## src/rtl/counter_modn_updn.sv

```systemverilog
// ---------------------------------------------------------------------------
// counter_modn_updn
//
// Modulo-M up/down counter with a runtime-programmable modulus. It supports
// wrap or saturate mode, a synchronous load and a registered one-cycle
// terminal-count pulse. M resets to N_DEFAULT. A host or sequencing FSM can
// retune M with a write strobe without resynthesis.
//
// Parameters:
//   WIDTH      width of the count, load and modulus buses
//   N_DEFAULT  modulus after reset, legal range 2..2^WIDTH-1
//
// Ports:
//   i_clk     clock, rising-edge active
//   i_rst_n   asynchronous active-low reset
//   i_en      count enable
//   i_ld      synchronous load of i_data (dominates everything else)
//   i_data    load value, clipped to M-1 when out of range
//   i_up      direction, 1 = increment, 0 = decrement
//   i_sat     mode, 1 = saturate at the range limits, 0 = wrap
//   i_mod_wr  modulus write strobe (writes below 2 are ignored)
//   i_mod     new modulus value
//   o_data    current count, 0..M-1
//   o_tc      registered terminal-count pulse
//   o_mod     current modulus M
// ---------------------------------------------------------------------------
module counter_modn_updn #(
    parameter int WIDTH     = 8,
    parameter int N_DEFAULT = 21
) (
    input  logic             i_clk,
    input  logic             i_rst_n,
    input  logic             i_en,
    input  logic             i_ld,
    input  logic [WIDTH-1:0] i_data,
    input  logic             i_up,
    input  logic             i_sat,
    input  logic             i_mod_wr,
    input  logic [WIDTH-1:0] i_mod,
    output logic [WIDTH-1:0] o_data,
    output logic             o_tc,
    output logic [WIDTH-1:0] o_mod
);

    logic [WIDTH-1:0] data_q;
    logic [WIDTH-1:0] data_d;
    logic [WIDTH-1:0] mod_q;
    logic [WIDTH-1:0] mod_d;
    logic             tc_q;
    logic             tc_d;

    logic             mod_valid;
    logic [WIDTH-1:0] mod_eff;
    logic [WIDTH-1:0] mod_max;

    // A valid modulus write is visible to every decision on the same edge.
    // So the load clip, the clamp and the wrap limit all use mod_eff, not mod_q.
    // M is at least 2, so mod_max = M-1 never underflows.
    always_comb begin
        mod_valid = i_mod_wr && (i_mod >= WIDTH'(2));
        mod_eff   = mod_valid ? i_mod : mod_q;
        mod_max   = mod_eff - WIDTH'(1);
        mod_d     = mod_eff;
    end

    // Next count and terminal-count pulse, in priority order:
    // load, then clamp after a modulus shrink, then count, then hold.
    // In saturate mode the pulse marks arrival at a limit by counting.
    // Sitting at the limit only holds the value.
    always_comb begin
        data_d = data_q;
        tc_d   = 1'b0;
        if (i_ld) begin
            data_d = (i_data < mod_eff) ? i_data : mod_max;
        end else if (mod_valid && (data_q >= mod_eff)) begin
            data_d = '0;
        end else if (i_en) begin
            if (i_up) begin
                if (data_q < mod_max) begin
                    data_d = data_q + WIDTH'(1);
                    tc_d   = i_sat && (data_q == (mod_max - WIDTH'(1)));
                end else if (!i_sat) begin
                    data_d = '0;
                    tc_d   = 1'b1;
                end
            end else begin
                if (data_q != '0) begin
                    data_d = data_q - WIDTH'(1);
                    tc_d   = i_sat && (data_q == WIDTH'(1));
                end else if (!i_sat) begin
                    data_d = mod_max;
                    tc_d   = 1'b1;
                end
            end
        end
    end

    // Output registers. Reset aborts any count in progress and restores
    // the default modulus at once, without waiting for a clock edge.
    always_ff @(posedge i_clk or negedge i_rst_n) begin
        if (!i_rst_n) begin
            data_q <= '0;
            tc_q   <= 1'b0;
            mod_q  <= WIDTH'(N_DEFAULT);
        end else begin
            data_q <= data_d;
            tc_q   <= tc_d;
            mod_q  <= mod_d;
        end
    end

    assign o_data = data_q;
    assign o_tc   = tc_q;
    assign o_mod  = mod_q;

endmodule

```

## config.mk

```make
export PLATFORM = sky130hd
export DESIGN_NAME = counter_modn_updn
export DESIGN_NICKNAME = d
export VERILOG_FILES = /design/src/rtl/counter_modn_updn.sv
export SDC_FILE = /design/constraint.sdc
export NUM_CORES = 1
export LEC_CHECK = 0
export ABC_CLOCK_PERIOD_IN_PS = 6000
export CORE_ASPECT_RATIO = 0.8
export CORE_UTILIZATION = 59
export CTS_CLUSTER_SIZE = 28
export DETAILED_ROUTE_END_ITERATION = 8
export PLACE_DENSITY = 0.87
export SLEW_MARGIN = 20
export SYNTH_ARGS = -nofsm -noshare
export SYNTH_HDL_FRONTEND = slang
export SYNTH_SLANG_ARGS = --single-unit
```

## constraint.sdc

```tcl
create_clock -name i_clk -period 6 [get_ports i_clk]
set_input_delay 1.2 -clock i_clk [delete_from_list [all_inputs] [get_ports i_clk]]
set_output_delay 1.2 -clock i_clk [all_outputs]
set_load 0.03 [all_outputs]
```

==> results by group <==
Worst setup path
  • FF-to-FF Start: o_mod[1]
  • Critical path arrival: 5.42 ns
  • Critical path peak fanout: 9
  • Most used cell, CP: ha_1
  • CP top delay family: simple AND/OR/NAND/NOR gates
  • Crit path required time: 6.18 ns
  • Worst Reg-to-Reg Cells: 13
  • RR Endpoint: o_data[4]
  • R2r setup slk: 2.46 ns
  • Crit. End Element: flop
  • Buf/Inv on CP: 1
  • CP max-delay cell: or4_4
  • Critical setup path kind: primary input to flop
  • Slowest Stage Delay on Critical Path: 0.61 ns
  • CP Launch Type: primary input
  • CP Cell Sequence: clkdlybuf4s50_1 > or4_4 > o21ai_4 > mux2i_2 > ha_1 > nand3_1 > xnor2_2 > ha_1 > nand2_1 > a21oi_1 > a211oi_1 > maj3_2 > o2111ai_2 > nor2_2 > a221oi_1 > o22ai_1

Timing
  • Setup TNS: 0 ns
  • Final worst-path setup slack: 0.7627 ns
  • Clock skew: 0.009998 ns
  • Fin. Hold Viols: 0
  • Final period utilization: 0.8729
  • Final min period: 5.237 ns
  • Slew at the pin with the worst max-slew slack: 0.9174 ns
  • F_max: 190.9 MHz
  • Final setup viols: 0
  • RSZ-0062 raised after global routing: false
  • Final Max Tran Viols: 0
  • Relative slew slack: 0.3865
  • Hold Slack: 0.6117 ns

Layout
  • Area of the multi-input gates: 0.001839 sq mm
  • Layout fillers: 284
  • Fin nets: 375
  • Final core occ: 0.7516
  • Layout cells sized above 1: 0.1277
  • Area grow syn2layout: 20.17%
  • Post-route insts no fill: 384
  • N_diodes: 0
  • Final instance area: 0.002915 sq mm
  • Register area: 429.2 sq um

Place
  • Number of port buffers: 39
  • Post-DP HPWL: 5408 um
  • Post-Place Setup Slack: 0.5612 ns
  • Dpl cell area: 0.002870 sq mm
  • DP Cell Count: 380
  • GP Congestion: 0.9730

Drt
  • Initial detailed-routing violation count: 365
  • DR vias: 2,541
  • Post-DR wirelength/cell: 18.49 um
  • Remaining DRCs: 0
  • Post-Route WL: 7102 um
  • Avg Vias per Cell: 6.617
  • Number of routed nets with antenna violations: 0
  • 1st-pass router iterations: 8

Global route
  • Total GRT Usage: 0.3470
  • Largest net degree at the start of global routing: 18
  • First-pass GRT wire length: 11,460 um
  • Initial antenna violation count: 0
  • Vias in the first global route: 2,345
  • Grt total ovfl: 0

Synthesis
  • Cell taking the most area after synthesis: dfrtp_1
  • Top FF cell, synth: dfrtp_1
  • Synth unique cells: 74
  • Async set-or-reset flop fraction in the synthesized netlist: 1.000
  • Gate count after technology mapping: 292
  • Avg Cell Area, Syn: 8.308 sq um
  • Mapped Area: 0.002426 sq mm
  • Yosys top cell area share: 0.1444
  • Synth warn: 0
  • Register bit total from synthesis: 17
  • Syn_nets: 337
  • Largest cells by area after synthesis: dfrtp_1 (14%), ha_1 (11%), xnor2_1 (5.8%), a21oi_1 (3.7%), dfstp_2 (3.2%)
  • EDFF count, synth: 0
  • Sequential area share after synthesis: 0.1769

Clocking
  • Post-CTS Setup Inserts: 0
  • Clock slew seen by the registers of the worst setup and hold paths: 0.08 ns
  • H-tree depth: 1
  • CTS Sinks: 17
  • Clock buffer depth: 2
  • Hold Buf Count CTS: 0
  • CTS Buf Count: 3
  • Root Driver: clkbuf_8
  • CTS tree: built
  • Cts repair resizes: 0
  • Clk Latency, worst-skew pair: 0.26 ns

Die
  • Initial Util: 0.6255
  • Die area: 0.004374 sq mm
  • Die H: 59.36 um
  • Width of the chip: 73.70 um
  • Row cnt: 20
  • Ports: 40
  • Core area: 0.003879 sq mm

Power
  • Worst VDD drop: 258.0 uV
  • Internal: 509.1 uW
  • Net Sw Frac: 0.5220
  • PD cells: 365.4 mW/mm^2
  • Clock share of power: 0.087
  • Psw: 556.1 uW
  • Flop pwr share: 0.219
  • Power after layout: 1.065 mW
  • Leakage: 1.145 nW
  • Combinational share of power: 0.694

Status
  • Status: finished, final reports clean

Worst hold path
  • Hold path cells: 2
  • Hold path start: o_mod[7]
  • WHS Endpoint: o_mod[7]
  • Tightest Hold Check Type: flop to flop

Job
  • Maxcap violations: 0
## registers in the layout, summed over array words and instances, names as in the netlist
register	flops
o_tc	1
o_data	8
o_mod	8
## area by class of cell
| cell class | instances | share of cell area |
|---|---|---|
| Multi-Input combinational cell | 237 | 0.6309 |
| Timing Repair Buffer | 45 | 0.1494 |
| Sequential cell | 17 | 0.1472 |
| Inverter | 26 | 0.03348 |
| Tap cell | 55 | 0.02361 |
| Clock buffer | 4 | 0.01545 |
## placed cells by master, fill, tap and decap left out, types with 7 or more instances in the layout
| cell type | synthesis | final |
|---|---|---|
| ha_1 | 22 | 22 |
| nor2_1 | 17 | 17 |
| dfrtp_1 | 14 | 14 |
| nand2b_1 | 7 | 7 |
| o21ai_0 | 12 | 12 |
| a21oi_1 | 18 | 18 |
| nand3_1 | 7 | 7 |
| inv_1 | 20 | 20 |
| xnor2_1 | 16 | 16 |
| nor3_1 | 11 | 11 |
| clkdlybuf4s50_1 | 0 | 39 |
| nand2_1 | 14 | 14 |
| mux2i_1 | 7 | 7 |
## power by group through the flow
stage / sequential (mW) / clock (mW) / combinational (mW)
global placement: 0.231 / 0 / 0.702
floorplan: 0.254 / 0 / 0.479
global route: 0.237 / 0.0995 / 0.801
finish: 0.233 / 0.0927 / 0.739
CTS: 0.228 / 0.0935 / 0.722
detailed placement: 0.231 / 0 / 0.714
## layer usage
layer	part of all wire	wire length, um	GRT usage	vias to the layer above
met3	0.14	1005	0.1156	20
met5	0	0	0	-
met1	0.44	3115	0.4953	1155
li1	-	-	-	1180
met2	0.41	2889	0.4980	186
met4	0.013	91	0.09066	0
## synthesized netlist by cell type (4+ instances only)
library cell / number
o21ai_0: 12
xnor2_2: 4
xnor2_1: 16
inv_1: 20
or3_1: 6
buf_2: 6
o22ai_1: 5
inv_2: 4
clkbuf_1: 5
mux2i_1: 7
a221oi_1: 6
dfrtp_1: 14
ha_1: 22
nor2_1: 17
a31oi_1: 5
nand3_1: 7
nand2_1: 14
nor3_1: 11
o21a_1: 4
nand2b_1: 7
a21oi_1: 18
## logic make-up after synthesis
logic type,after synthesis,share of synthesized area
xor gates and xnor gates,22,0.09180
muxes,10,0.04384
AOI/OAI and AO/OA,94,0.2986
DFF,17,0.1769
and+or+nand+nor,88,0.2058
buffers and inverters,38,0.06498
adders and majority gates,23,0.1181
## worst max path at each step
stage | from | endpoint | cells after the start
after global placement | i_mod[3] | o_data[1] | 16
after detailed placement | i_mod[3] | o_data[1] | 16
final | i_mod[3] | o_data[4] | 16
after floorplan | i_mod[1] | o_data[0] | 16
after global routing | i_mod[4] | o_data[7] | 16
after CTS | i_mod[3] | o_data[1] | 16
## worst min-delay path, cell delays in order, from the launching register on
cell and delay (ns):
dfrtp_1 0.35, mux2i_1 0.14, inv_2 0.09
(Power assumes the default switching activity.)
